`src/rtl/line_fill_server.sv`:
```
// line_fill_server: memory-side responder for cache line fills.
// Splits one line request into word reads on a narrow bus, packs the
// returned words (beat 0 in the MSBs) and signals completion with a
// single-cycle ready pulse.
//
// state | meaning
// ------+----------------------------------------------------------
// IDLE  | waiting for a line request on strobe_i
// FILL  | issuing word reads, one outstanding at a time
// DONE  | line complete, ready_o pulses for this cycle only
// HOLD  | waiting for strobe_i low so its registered tail is not re-accepted
module line_fill_server #(
  parameter int ADDR_WIDTH = 32,
  parameter int DATA_WIDTH = 32,
  parameter int LINE_SIZE  = 256
) (
  input  logic                  clk_i,
  input  logic                  rst_i,
  input  logic                  strobe_i,
  input  logic [ADDR_WIDTH-1:0] addr_i,
  output logic                  ready_o,
  output logic [LINE_SIZE-1:0]  data_o,
  output logic                  w_req_o,
  output logic [ADDR_WIDTH-1:0] w_addr_o,
  input  logic                  w_ack_i,
  input  logic [DATA_WIDTH-1:0] w_data_i
);

  localparam int WORDS  = LINE_SIZE / DATA_WIDTH;
  localparam int BEAT_W = $clog2(WORDS);
  localparam int BYTE_W = $clog2(DATA_WIDTH / 8);
  // Line offset bits: beat index plus byte-in-word.
  localparam int OFFS_W = BEAT_W + BYTE_W;
  localparam int TAG_W  = ADDR_WIDTH - OFFS_W;

  typedef enum logic [1:0] {
    S_IDLE = 2'd0,
    S_FILL = 2'd1,
    S_DONE = 2'd2,
    S_HOLD = 2'd3
  } state_t;

  state_t               state_q, state_d;
  logic [TAG_W-1:0]     base_q, base_d;
  logic [BEAT_W-1:0]    beat_q, beat_d;
  logic [ADDR_WIDTH-1:0] w_addr_q, w_addr_d;
  logic [LINE_SIZE-1:0] data_q, data_d;
  logic [BEAT_W-1:0]    beat_inc;
  logic                 last_beat;

  assign beat_inc  = beat_q + 1'b1;
  assign last_beat = (beat_q == BEAT_W'(WORDS - 1));

  // State and datapath registers; reset clears everything immediately.
  always_ff @(posedge clk_i or posedge rst_i) begin
    if (rst_i) begin
      state_q  <= S_IDLE;
      base_q   <= '0;
      beat_q   <= '0;
      w_addr_q <= '0;
      data_q   <= '0;
    end else begin
      state_q  <= state_d;
      base_q   <= base_d;
      beat_q   <= beat_d;
      w_addr_q <= w_addr_d;
      data_q   <= data_d;
    end
  end

  // Next-state, beat sequencing and line packing.
  always_comb begin
    state_d  = state_q;
    base_d   = base_q;
    beat_d   = beat_q;
    w_addr_d = w_addr_q;
    data_d   = data_q;
    case (state_q)
      S_IDLE: begin
        if (strobe_i) begin
          base_d   = addr_i[ADDR_WIDTH-1:OFFS_W];
          beat_d   = '0;
          w_addr_d = {addr_i[ADDR_WIDTH-1:OFFS_W], {OFFS_W{1'b0}}};
          state_d  = S_FILL;
        end
      end
      S_FILL: begin
        if (w_ack_i) begin
          for (int i = 0; i < WORDS; i++) begin
            if (beat_q == BEAT_W'(i)) begin
              data_d[LINE_SIZE-1-i*DATA_WIDTH -: DATA_WIDTH] = w_data_i;
            end
          end
          beat_d = beat_inc;
          // Tag bits come straight from base, so a beat never leaves the line.
          w_addr_d = {base_q, beat_inc, {BYTE_W{1'b0}}};
          if (last_beat) begin
            state_d = S_DONE;
          end
        end
      end
      S_DONE: begin
        state_d = S_HOLD;
      end
      S_HOLD: begin
        if (!strobe_i) begin
          state_d = S_IDLE;
        end
      end
      default: begin
        state_d = S_IDLE;
      end
    endcase
  end

  // Outputs decoded from state so reset removes them without a clock.
  assign ready_o  = (state_q == S_DONE);
  assign w_req_o  = (state_q == S_FILL);
  assign w_addr_o = w_addr_q;
  assign data_o   = data_q;

endmodule
```
`config.mk`:
```
export PLATFORM = sky130hd
export DESIGN_NAME = line_fill_server
export DESIGN_NICKNAME = d
export VERILOG_FILES = /design/src/rtl/line_fill_server.sv
export SDC_FILE = /design/constraint.sdc
export NUM_CORES = 1
export LEC_CHECK = 0
export ABC_CLOCK_PERIOD_IN_PS = 9000
export BUFFER_PORTS_ARGS = -buffer_cell sky130_fd_sc_hd__buf_2
export CAP_MARGIN = 40
export CORE_MARGIN = 1.5
export CORE_UTILIZATION = 35
export DETAILED_ROUTE_END_ITERATION = 8
export GPL_ROUTABILITY_DRIVEN = 1
export PLACE_DENSITY_LB_ADDON = 0.12
export SLEW_MARGIN = 20
export SYNTH_ARGS = -nofsm -noshare
export SYNTH_HDL_FRONTEND = slang
export SYNTH_SLANG_ARGS = --single-unit
export TNS_END_PERCENT = 50
```
`constraint.sdc`:
```
create_clock -name clk_i -period 9 [get_ports clk_i]
set_input_delay 0.9 -clock clk_i [delete_from_list [all_inputs] [get_ports clk_i]]
set_output_delay 0.9 -clock clk_i [all_outputs]
set_load 0.02 [all_outputs]
```
**After elaboration in Yosys (flattened, before gate mapping)**

Index checks and enable logic that the tools add are counted.

- Memories: 0
- Register bits after elaboration: 320
- Bits in writable memories: 0
- Output and inout bits: 290
- Memory bits (read-only): 0
- Bits of input ports: 68
- Latch bits: 0

- Divide/modulo/power cells: 0
- $add $sub $neg: 1
- Bitwise operators: 0
- Multiplexer cells: 11
- Magnitude comparators: 0
- $mul: 0
- Shifts and indexed selects: 0
- Reductions and logical operators: 14
- Eq/ne operators: 14

Operators by type and width:

| kind | count |
|---|---|
| $mux 32 | 2 |
| $pmux 32 s2 | 1 |
| $reduce_and 3->1 | 9 |
| $eq 3x3->1 const B | 4 |
| $mux 2 | 4 |
| $pmux 2 s4 | 1 |
| $eq 3x2->1 const B | 2 |
| $mux 3 | 2 |
| $pmux 3 s2 | 1 |
| $eq 2x2->1 const B | 2 |
| $ne 2x1->1 const B | 2 |
| $ne 2x2->1 const B | 2 |
| $reduce_and 4->1 | 1 |
| $add 3x1->3 const B | 1 |
| $eq 3x1->1 const B | 1 |
| $logic_not 3->1 | 1 |
| $eq 2x1->1 const B | 1 |
| $logic_not 2->1 | 1 |
| $reduce_and 2->1 | 1 |
| $reduce_bool 2->1 | 1 |

**Depth between registers and ports, before layout**

Gate-level depths: netlist of the first run.

- Depth after elaboration: 4
- Depth in mapped cells: 7
- Mapped depth without buffers: 5

**Worst setup path after synthesis of the first run**

OpenSTA, ideal clock, no wires.

- Path kind: in2reg
- Start point: input port w_ack_i
- End point: register state_q[1]
- Required time: 8.875 ns
- Path slack: 7.080 ns
- Arrival time: 1.796 ns
- Path buffers: 1
- Stages: 4
- Setup time: 0.125 ns
- Cells stage by stage: buf_4 nand2_1 a221oi_1 mux2_2

- Longest elaborated chain between the ends: 2

RTL lines:

| element | RTL line | source |
|---|---|---|
| from (decl) | 25 | `input logic w_ack_i,` |
| $ne 2x1->1 (no source line) | - |  |
| $reduce_and 4->1 (no source line) | - |  |
| to (signal assigned) | 63 | `state_q <= state_d;` |
| to (decl) | 43 | `state_t state_q, state_d;` |

No other way between the ends.
A chain may end at the register's enable or synchronous reset.

**Worst setup path in the final report of the first run**

- Start point: register state_q[1]
- End point: output port w_req_o

- Longest elaborated chain between the ends: 1

RTL lines:

| element | RTL line | source |
|---|---|---|
| $eq 2x1->1 | 118 | `assign w_req_o = (state_q == S_FILL);` |
| to (decl) | 23 | `output logic w_req_o,` |

No other way between the ends.

==> flow_summary.toml, run 1 <==
[cts]
cts_made_buffers = 37
htreeDepth = 2
cts_num_sinks = 315
cts_hold_buffers = 0
cts_setup_buffers = 0
cts_tree = "done"
clkTransAtPathRegs_ns = 0.06
cts-root-buf = "clkbuf_16"
cts_resized = 0
clkLatencyLatePin_ns = 0.51
clockBufferDepth = 3

[sta]
fin_crit_sh_pct = 31.9
tightest_slew_ns = 0.675
hold_viol_final = 0
setup_violations = 0
finalMaxSlewViolations = 0
max_freq_mhz = 349
slew_headroom_pct = 55.0
period_minus_slack_ns = 2.87
fin_worst_skew_ns = 0.00939
rsz0062_at_grt = "no"
finalWorstSetupSlack_ns = 6.13
setup_tns_ns = 0

[cells_and_area]
n_fill_cell = 3173
final_area_um2 = 15900
seqCellArea_um2 = 7880
multiInputGateArea_um2 = 4120
nets = 1181
drive_gt1_share_pct = 68.8
area_delta_synth_final_pct = 29.5

[pwr]
ir_drop_v = 0.000192
power_uw = 5570
power_leakage_uw = 0.00841
power.density_nw_per_um2 = 351

[die]
die_w_um = 190
start_util_pct = 35.5
die_h_um = 190
die_area_um2 = 36100
fp.coreArea_um2 = 34500
io_pins = 358
rows = 68

[drt]
routed_wl_mm = 30.8
drt_iter0_markers = 249
num_vias = 7493
drt_pass1_iterations = 4
drtAntennaViolNets = 0
drcViolationCount = 0
vias_per_cell = 4.72
wl_per_cell_um = 19.4

[place]
dpl_cell_area_um2 = 14500
port_buffers = 350
gp_congestion = 0.715
dp_hpwl_mm = 20.3
dp_slack_ns = 6.05

[synth]
avgSynthCellArea_um2 = 16.8
synth_common_cells = "mux2_2, dfrtp_1, buf_2"
ys.warnings.count = 0
synthCells = 729
synth_most_common_cell = "mux2_2"
synth.distinct_cells = 17
ys_seq_area_share_pct = 64.4
synth_area_um2 = 12200
synth-edff-count = 0
synth_top_area_share_pct = 64.4
dominantRegCellSynth = "dfrtp_1"
async_reset_ff_share_pct = 100
ys_seq_elements = 315
netlist_top_cells_area = "dfrtp_1, mux2_2, ha_1, buf_6, buf_2"
yosysTopAreaCell = "dfrtp_1"

[run]
cap_violations = 0

[critical_path]
cp_max_fo = 35
end_kind = "primary output"
cp.required_ns = 8.10
cp-start-kind = "register"
setup.worst_path.class = "register to primary output"
arrival_ns = 1.97

[global_routing]
grt_pass1_wl_mm = 46.7
grt_max_degree = 178
grt_pass1_vias = 7632
grtUsageTotal_pct = 16.9
grt_overflow = 0
antenna_found_initial = 2

[hold_path]
hold_path_class = "input pin to asynchronous set/reset pin"

[status]
status = "finished clean"
cells by family after synthesis:
family | share of synthesized area [%]
other cells | 0.0306
simple gates | 0.716
flops | 64.4
buf+inv | 2.26
compound gates | 0.0716
fa+ha+maj | 1.02
mux | 31.5
placed cells by master (no fill, tap or decap), types with 2 or more instances in the layout:
cell	synthesis	routed
conb_1	1	2
clkbuf_1	0	6
inv_1	6	5
ha_1	10	9
mux2_2	338	338
clkbuf_16	0	39
buf_4	7	15
dfrtp_1	315	315
buf_16	0	3
nand4_1	3	3
nand3_2	0	5
bufinv_16	0	4
clkinv_2	0	8
clkbuf_8	0	8
mux2i_1	5	5
nand2_1	4	4
buf_2	20	350
flip-flops by register name (all words and copies together), names as in the netlist:
name and count:
state_q 2, data_o 256, beat_q 2, w_addr_o 28, base_q 27
report_power, final:
| group | internal (uW) | switching, uW | total [uW] | leakage [uW] |
|---|---|---|---|---|
| logic | 824 | 1090 | 1910 | 0.00368 |
| registers | 1900 | 214 | 2110 | 0.00410 |
| clock network | 970 | 573 | 1540 | 0.000638 |
metal layers:
layer  part of all wire [%]  GRT usage, %  vias to the layer above
met3                    8.1          5.74                       53
met2                     46          26.9                      244
met5                  0.042             0                        -
met4                    2.3          4.98                        2
li1                       -             -                     3341
met1                     43          21.7                     3853
per-stage QoR:
stage / hold slack [ns] / std cells / utilization [%]
2_1_floorplan: 0.474 / 730 / -
3_3_place_gp: 0.481 / 1515 / 42.0
3_5_place_dp: 0.487 / 1516 / 42.1
4_1_cts: 0.500 / 1582 / 45.8
5_1_grt: 0.374 / 1585 / 46.0
6_report: 0.382 / 1586 / 46.0
final timing paths:
path	cells after the start	from	slack, ns	to
setup / recovery	4	state_q[1]	6.13	w_req_o
max in group asynchronous	6	rst_i	7.06	data_o[229]
setup reg to reg	6	state_q[1]	6.39	data_o[147]
hold / removal	3	rst_i	0.38	w_addr_o[24]
min in group clk_i	1	data_o[127]	0.50	data_o[127]
hold reg to reg	1	data_o[127]	0.50	data_o[127]
area by class of cell:
type	count	area share (%)
flip-flops and latches	315	49.7
multi-input cells	373	26.0
repair buffers	370	12.5
clock buffers	53	6.99
well taps	455	3.59
clock inverters	13	1.07
inverters	6	0.166
diodes	1	0.0158
critical path: stages (launching register included):
cell and delay (ns):
dfrtp_1 0.41, inv_1 0.09, ha_2 0.23, buf_4 0.44, buf_2 0.26
Note: power is estimated with default switching activity, not from simulation.
==> run 2, diff against run 1 <==
Settings changed: ABC_CLOCK_PERIOD_IN_PS 9000 to 2500.
Clock period 9 ns to 2.5 ns, I/O delays scaled along.
==> flow_summary.toml, run 2 (synthesized netlist as in run 1, its figures left out) <==
[status]
status = "finished clean"

[sta]
hold_viol_final = 0
fin_worst_skew_ns = 0.00486
rsz0062_at_grt = "no"
setup_tns_ns = 0
slew_headroom_pct = 56.6
period_minus_slack_ns = 2.05
fin_crit_sh_pct = 82.0
tightest_slew_ns = 0.651
finalMaxSlewViolations = 0
max_freq_mhz = 488
setup_violations = 0
finalWorstSetupSlack_ns = 0.449

[critical_path]
cp-start-kind = "register"
arrival_ns = 1.80
r2r_slack_ns = 0.46
crit-reg2reg-capture = "data_o[229]"
r2r_start = "state_q[1]"
reg2reg_depth = 6
end_kind = "primary output"
cp.required_ns = 2.25
setup.worst_path.class = "register to primary output"
cp_max_fo = 30

[die]
die_w_um = 190
die_h_um = 190
die_area_um2 = 36100
start_util_pct = 35.5
rows = 68
io_pins = 358
fp.coreArea_um2 = 34500

[hold_path]
hold_path_class = "input pin to register"
hold_end = "data_o[206]"
holdPathStages = 2
min_from = "w_data_i[14]"

[global_routing]
grt_max_degree = 114
grt_overflow = 0
grtUsageTotal_pct = 17.0
grt_pass1_vias = 7778
antenna_found_initial = 2
grt_pass1_wl_mm = 47.4

[drt]
vias_per_cell = 4.67
drcViolationCount = 0
routed_wl_mm = 31.0
num_vias = 7522
drt_iter0_markers = 174
drtAntennaViolNets = 0
drt_pass1_iterations = 4
wl_per_cell_um = 19.2

[cts]
htreeDepth = 2
cts_made_buffers = 37
clkLatencyLatePin_ns = 0.50
cts_setup_buffers = 0
cts_num_sinks = 315
cts-root-buf = "clkbuf_16"
clkTransAtPathRegs_ns = 0.06
clockBufferDepth = 3
cts_tree = "done"

[run]
cap_violations = 0

[cells_and_area]
final_common_cell = "buf_2"
area_delta_synth_final_pct = 31.0
nets = 1213
finish.utilization_pct = 46.6
final_area_um2 = 16000
drive_gt1_share_pct = 66.9
largest_reg_flops = 256
most-common-layout-cells = "buf_2, mux2_2, dfrtp_1"

[pwr]
swShare_pct = 33.9
power.density_nw_per_um2 = 1230
p_sw_uw = 6680
comb_power_share_pct = 35.1
pwr-share-clk_pct = 26.3
ir_drop_v = 0.000714
internal_power_uw = 13000
pwr-share-seq_pct = 38.7
power_leakage_uw = 0.00848

[place]
dp_slack_ns = 0.416
port_buffers = 350
dp_hpwl_mm = 20.4
gp_congestion = 0.711
dpl_cell_area_um2 = 14600
[run 2: cell count changes in the layout (fill, tap and decap cells not counted), moves of 2 or more]
cell	previous run	this run
buf_12	1	5
buf_16	3	0
buf_4	15	19
bufinv_16	4	1
clkbuf_1	6	8
clkinv_2	8	3
dlygate4sd3_1	0	28
[run 2: worst max-delay path by stage]
stage | start | to | slack, ns | depth (start not counted)
2_1_floorplan | rst_i | base_q[0] | -1.95 | 1
4_1_cts | state_q[1] | data_o[229] | 0.40 | 6
5_1_grt | state_q[1] | data_o[238] | 0.32 | 6
3_3_place_gp | state_q[1] | data_o[250] | 0.44 | 6
3_5_place_dp | state_q[1] | data_o[229] | 0.42 | 6
6_report | state_q[1] | w_req_o | 0.45 | 4
[run 2: through the flow]
stage | total power [uW] | cells | hold WS [ns]
4_1_cts | 20000 | 1611 | 0.0640
3_3_place_gp | 14600 | 1523 | 0.240
6_report | 19700 | 1612 | 0.0829
5_1_grt | 20800 | 1611 | 0.0766
2_1_floorplan | 12200 | 730 | 0.400
3_5_place_dp | 14700 | 1523 | 0.238
[run 2: timing repair]
action,in CTS,in global routing
hold endpoints to repair,42,0
hold buffers,28,0
gates resized for setup,0,0
[run 2: layout make-up]
cell class / count / area (um^2)
Timing Repair Buffer: 402 / 2270
Antenna cell: 1 / 2.50
Multi-Input combinational cell: 373 / 4120
Clock inverter: 5 / 53.8
Clock buffer: 55 / 1120
Fill cell: 3214 / 18400
Sequential cell: 315 / 7880
Tap cell: 455 / 569
Inverter: 6 / 26.3
[run 2: layer usage]
metal	vias to the layer above	track usage [%]	part of all wire, %
li1	3404	-	-
met1	3841	22.2	44
met2	231	27.8	47
met3	44	4.87	6.8
met4	2	4.12	1.6
met5	-	0	0.052
[run 2: worst max-delay path, cell delays in order, from the launching register on]
cell     delay [ns]
dfrtp_1        0.40
inv_1          0.10
ha_2           0.34
buf_12         0.25
buf_2          0.20
[run 2: power groups by stage]
stage,clock network [uW],logic [uW],registers (uW)
3_5_place_dp,0,6990,7700
4_1_cts,5350,7030,7620
6_report,5170,6910,7610
3_3_place_gp,0,6940,7620
5_1_grt,5570,7370,7830
2_1_floorplan,0,2720,9510
